===== src/rtl/sprite_grid_ctrl.sv =====
// sprite_grid_ctrl
//   Maps the raster position onto a COLS x ROWS grid of sprite cells and
//   produces the sprite ROM address and palette select for the current pixel.
//   All outputs are registered and lag DrawX/DrawY/blank by one vga_clk cycle.
// Ports:
//   vga_clk, reset_n   pixel clock, synchronous active-low reset
//   DrawX, DrawY       current raster position
//   blank              1 = active video
//   pattern            step-on bits, index row*COLS + col
//   playhead           highlighted step column (>= COLS highlights nothing)
//   rom_address        ly*SPR + lx inside a sprite, else 0
//   sprite_sel         {playhead column hit, step-on bit}, 0 outside sprites
//   in_cell            pixel lies inside a sprite
//   blank_out          blank delayed by one cycle
module sprite_grid_ctrl #(
    parameter int X0    = 40,
    parameter int Y0    = 100,
    parameter int COLS  = 16,
    parameter int ROWS  = 4,
    parameter int PITCH = 36,
    parameter int SPR   = 35
) (
    input  logic                   vga_clk,
    input  logic                   reset_n,
    input  logic [9:0]             DrawX,
    input  logic [9:0]             DrawY,
    input  logic                   blank,
    input  logic [ROWS*COLS-1:0]   pattern,
    input  logic [3:0]             playhead,
    output logic [10:0]            rom_address,
    output logic [1:0]             sprite_sel,
    output logic                   in_cell,
    output logic                   blank_out
);

    localparam int LW = (PITCH > 1) ? $clog2(PITCH) : 1;
    localparam int CW = (COLS > 1) ? $clog2(COLS) : 1;
    localparam int RW = (ROWS > 1) ? $clog2(ROWS) : 1;
    localparam int PW = (ROWS * COLS > 1) ? $clog2(ROWS * COLS) : 1;

    logic [LW-1:0]        lx, ly, lx_n, ly_n;
    logic [CW-1:0]        col, col_n;
    logic [RW-1:0]        row, row_n;
    logic                 hact, vact, hact_n, vact_n;
    logic [ROWS*COLS-1:0] shadow_pattern;
    logic [3:0]           shadow_playhead;
    logic                 cell_hit;
    logic [PW-1:0]        bit_idx;
    logic [10:0]          addr_n;
    logic                 col_hl;

    // The *_n values describe the pixel presented this cycle; they become
    // both the tracking state and the registered outputs at the same edge,
    // which is what gives the single cycle of latency.
    always_comb begin
        lx_n   = lx;
        col_n  = col;
        hact_n = hact;
        ly_n   = ly;
        row_n  = row;
        vact_n = vact;

        if (DrawX == 10'(X0)) begin
            lx_n   = '0;
            col_n  = '0;
            hact_n = 1'b1;
        end else if (hact && lx == LW'(PITCH - 1) && col == CW'(COLS - 1)) begin
            hact_n = 1'b0;
        end else if (hact && lx == LW'(PITCH - 1)) begin
            lx_n  = '0;
            col_n = col + 1'b1;
        end else if (hact) begin
            lx_n = lx + 1'b1;
        end

        // Vertical state steps once per line, at the grid's left edge, using
        // that line's own DrawY.
        if (DrawX == 10'(X0)) begin
            if (DrawY == 10'(Y0)) begin
                ly_n   = '0;
                row_n  = '0;
                vact_n = 1'b1;
            end else if (vact && ly == LW'(PITCH - 1) && row == RW'(ROWS - 1)) begin
                vact_n = 1'b0;
            end else if (vact && ly == LW'(PITCH - 1)) begin
                ly_n  = '0;
                row_n = row + 1'b1;
            end else if (vact) begin
                ly_n = ly + 1'b1;
            end
        end

        cell_hit = blank && hact_n && vact_n && (lx_n < LW'(SPR)) && (ly_n < LW'(SPR));
        bit_idx  = PW'(row_n) * PW'(COLS) + PW'(col_n);
        addr_n   = 11'(ly_n) * 11'(SPR) + 11'(lx_n);
        // Wide compare so an out-of-range playhead matches no column.
        col_hl   = (32'(col_n) == 32'(shadow_playhead));
    end

    always_ff @(posedge vga_clk) begin
        if (!reset_n) begin
            lx              <= '0;
            ly              <= '0;
            col             <= '0;
            row             <= '0;
            hact            <= 1'b0;
            vact            <= 1'b0;
            shadow_pattern  <= '0;
            shadow_playhead <= '0;
            rom_address     <= '0;
            sprite_sel      <= '0;
            in_cell         <= 1'b0;
            blank_out       <= 1'b0;
        end else begin
            lx   <= lx_n;
            ly   <= ly_n;
            col  <= col_n;
            row  <= row_n;
            hact <= hact_n;
            vact <= vact_n;

            // Latch during vertical blanking so a frame never shows a torn grid.
            if (DrawX == 10'd0 && DrawY == 10'd480) begin
                shadow_pattern  <= pattern;
                shadow_playhead <= playhead;
            end

            in_cell     <= cell_hit;
            rom_address <= cell_hit ? addr_n : '0;
            sprite_sel  <= cell_hit ? {col_hl, shadow_pattern[bit_idx]} : 2'b00;
            blank_out   <= blank;
        end
    end

endmodule


===== config.mk =====
export PLATFORM = sky130hd
export DESIGN_NAME = sprite_grid_ctrl
export DESIGN_NICKNAME = d
export VERILOG_FILES = /design/src/rtl/sprite_grid_ctrl.sv
export SDC_FILE = /design/constraint.sdc
export NUM_CORES = 1
export LEC_CHECK = 0
export ABC_CLOCK_PERIOD_IN_PS = 6950
export CORE_MARGIN = 2
export CORE_UTILIZATION = 31
export CTS_BUF_LIST = sky130_fd_sc_hd__clkbuf_8
export CTS_CLUSTER_SIZE = 25
export DETAILED_ROUTE_END_ITERATION = 8
export PLACE_DENSITY = 0.62
export SKIP_LAST_GASP = 1
export SYNTH_ARGS = -nofsm -noshare
export SYNTH_HDL_FRONTEND = slang
export SYNTH_SLANG_ARGS = --single-unit

===== constraint.sdc =====
create_clock -name vga_clk -period 6.95 [get_ports vga_clk]
set_input_delay 1.39 -clock vga_clk [delete_from_list [all_inputs] [get_ports vga_clk]]
set_output_delay 1.39 -clock vga_clk [all_outputs]
set_load 0.01 [all_outputs]

==> impl_metrics.tcl <==
set metrics [dict create \
    outcome "completed" \
    ir_worst_vdd_v 0.0001142 \
    worstPathArrival_ns 6.07 \
    port_buffers 105 \
    synthFlopType "dfxtp_1" \
    max_slew_margin_pct 37.99 \
    grt_usage_pct 14.50 \
    cts.path.max_buffers 2 \
    wl_mm 13.12 \
    yosys.area.top_type "dfxtp_1" \
    fin_nets 881 \
    place.detailed.hpwl_mm 9.470 \
    grt_overflow 0 \
    cp-end-kind "flop" \
    first_pass_iters 4 \
    synth-simple-area-share_pct 24.32 \
    synth-edff-count 0 \
    synth.most_common_cell "nand2_1" \
    critical_path_class "primary input to flop" \
    gp_congestion 0.8462 \
    tns_ns 0 \
    grt_first_pass_wirelength_mm 21.56 \
    tightest_slew_ns 0.9302 \
    skew_ns 0.01665 \
    start_kind "primary input" \
    synth_async_sr_flop_share_pct 0 \
    muxShareOfSynthArea_pct 3.592 \
    grt_pass1_vias 4523 \
    viasPerCell 4.854 \
    synth_top_area_share_pct 38.69 \
    min_period_ns 5.803 \
    powerDensity_nw_per_um2 152.3 \
    path_max_fanout 21 \
    ys_seq_area_share_pct 38.69 \
    reg2reg_to "rom_address[9]" \
    finalNonFillerCells 977 \
    synth_seq_cells 103 \
    hold_start "shadow_pattern[36]" \
    grt_max_degree 84 \
    rr_startpoint "ly[5]" \
    drc 0 \
    slew_violations 0 \
    grt_antenna_before_repair 0 \
    netlist_instances 663 \
    finalCritPeriodShare_pct 83.50 \
    postCtsSetupBuffers 0 \
    ctsHoldBuffers 0 \
    initial_core_util_pct 31.91 \
    drv_cap 0 \
    synth_compound_area_share_pct 17.19 \
    critPathRequiredTime_ns 7.22 \
    dp_worst_setup_slack_ns 0.7607 \
    cts_num_sinks 103 \
    postSynthAreaPerCell_um2 8.037 \
    rows 47 \
    drt_iter0_drc 194 \
    r2r_cells 21 \
    ant_nets 0 \
    cts_repair_resize_count 0 \
    insertion_delay_ns 0.37 \
    cts-root-buf "clkbuf_8" \
    wl_per_cell_um 13.43 \
    core_um2 16700 \
    grt_setup_unrepaired "false" \
    num_vias 4742 \
    cts_htree_levels 3 \
    cts_buffers 9 \
    holdWs_ns 0.4521 \
    cts_tree "done" \
    yosys_warnings 0 \
    r2r_setup_slack_ns 2.28 \
    antenna_cells 0 \
    dp.cells 961 \
    fillers 1742 \
    finalHoldViolCount 0 \
    hold_class "flop to flop" \
    yosys.area_share.adder_pct 9.627 \
    p_leak_nw 2.606 \
    setup_slack_ns 1.147 \
    die_y_um 135.1 \
    whs_path_depth 2 \
    netlist_area_um2 5329 \
    finalSetupViolCount 0 \
    die-area_um2 18250 \
    synthXorXnorAreaFrac_pct 1.972 \
    whs_endpoint "shadow_pattern[36]" \
    die_w_um 135.1 \
    ys_types 59 \
    syn_to_final_growth_pct 27.07 \
    synthesis.nets 792 \
    synth_top_family_by_area "simple AND/OR/NAND/NOR gates" \
    final_util_pct 40.55 \
    fmax_mhz 172.3 \
    netlist_top_cells_area "dfxtp_1, nand2_1, a21oi_1" \
    synthTopCellsByCount "nand2_1, dfxtp_1, a21oi_1" \
    ioPinCount 106 \
    drive_gt1_share_pct 4.756 \
    clk_pin_slew_ns 0.10 \
]
layout by cell type (no fill, tap or decap), drive strengths merged, types with 4 or more instances in the layout:
cell type,n
nor2,40
a21oi,83
buf,8
o21ai,19
ha,33
a2111oi,8
xor2,6
nor4,6
clkdlybuf4s50,105
and3,8
nor3b,7
nor3,17
nand2,161
a221oi,4
and2,7
inv,29
a21o,6
a22o,6
xnor2,6
dfxtp,103
and4,4
mux2i,18
clkbuf,10
nand3,10
fa,5
nand4,6
stage by stage:
step / area (um^2) / power [W]
2_1_floorplan: 5329 / 0.0006129
3_3_place_gp: 6574 / 0.0006693
3_5_place_dp: 6574 / 0.0006691
4_1_cts: 6771 / 0.001044
5_1_grt: 6771 / 0.001070
6_report: 6771 / 0.001032
worst max path at each step:
stage,startpoint,end,depth (start not counted)
after floorplan,DrawX[9],rom_address[9],21
after global placement,DrawX[9],rom_address[9],21
after detailed placement,DrawX[9],rom_address[9],21
after CTS,DrawX[9],rom_address[9],21
after global routing,DrawY[3],rom_address[9],22
final,DrawX[9],rom_address[9],21
cell families after synthesis:
kind of cell / Yosys count
xor+xnor: 12
fa+ha+maj: 38
simple gates: 281
mux: 19
compound gates: 149
flops: 103
buf+inv: 61
flip-flops by register name, summed over array words and instances, names as in the netlist:
| signal | count |
|---|---|
| blank_out | 1 |
| col | 4 |
| hact | 1 |
| in_cell | 1 |
| lx | 6 |
| ly | 6 |
| rom_address | 11 |
| row | 2 |
| shadow_pattern | 64 |
| shadow_playhead | 4 |
| sprite_sel | 2 |
| vact | 1 |
cell type report:
class,instances,area [um^2],area share (%)
Sequential cell,103,2062,30.45
Inverter,26,97.59,1.441
Clock buffer,10,137.6,2.033
Multi-Input combinational cell,499,3028,44.72
Clock inverter,6,60.06,0.8869
Timing Repair Buffer,113,1111,16.41
Tap cell,220,275.3,4.065
worst max-delay path, cell delays in order:
cell and delay, ns:
clkdlybuf4s50_1 0.40, nor4_1 0.56, and4_1 0.27, buf_4 0.25, nand2_1 0.08, a32oi_1 0.28
inv_1 0.15, ha_1 0.31, ha_1 0.28, ha_1 0.28, inv_1 0.05, fa_1 0.49
inv_1 0.04, ha_1 0.30, inv_1 0.07, a21oi_1 0.05, o21ai_0 0.21, a21oi_1 0.12
o21ai_0 0.19, nor3b_1 0.22, nor3_1 0.06
power breakdown:
| part | switching [W] | internal [W] | total [W] |
|---|---|---|---|
| logic | 0.0000188 | 0.0000464 | 0.0000652 |
| registers | 0.000000100 | 0.000590 | 0.000590 |
| clock network | 0.000226 | 0.000150 | 0.000376 |
routing by layer:
| layer | global-route usage [%] | vias to the layer above | part of all wire (%) |
|---|---|---|---|
| met1 | 18.84 | 2168 | 48 |
| met5 | 0 | - | 0 |
| met3 | 2.778 | 5 | 3.4 |
| met4 | 2.836 | 0 | 0.42 |
| li1 | - | 2481 | - |
| met2 | 25.18 | 88 | 49 |
Power figures use the tool's default switching activity.
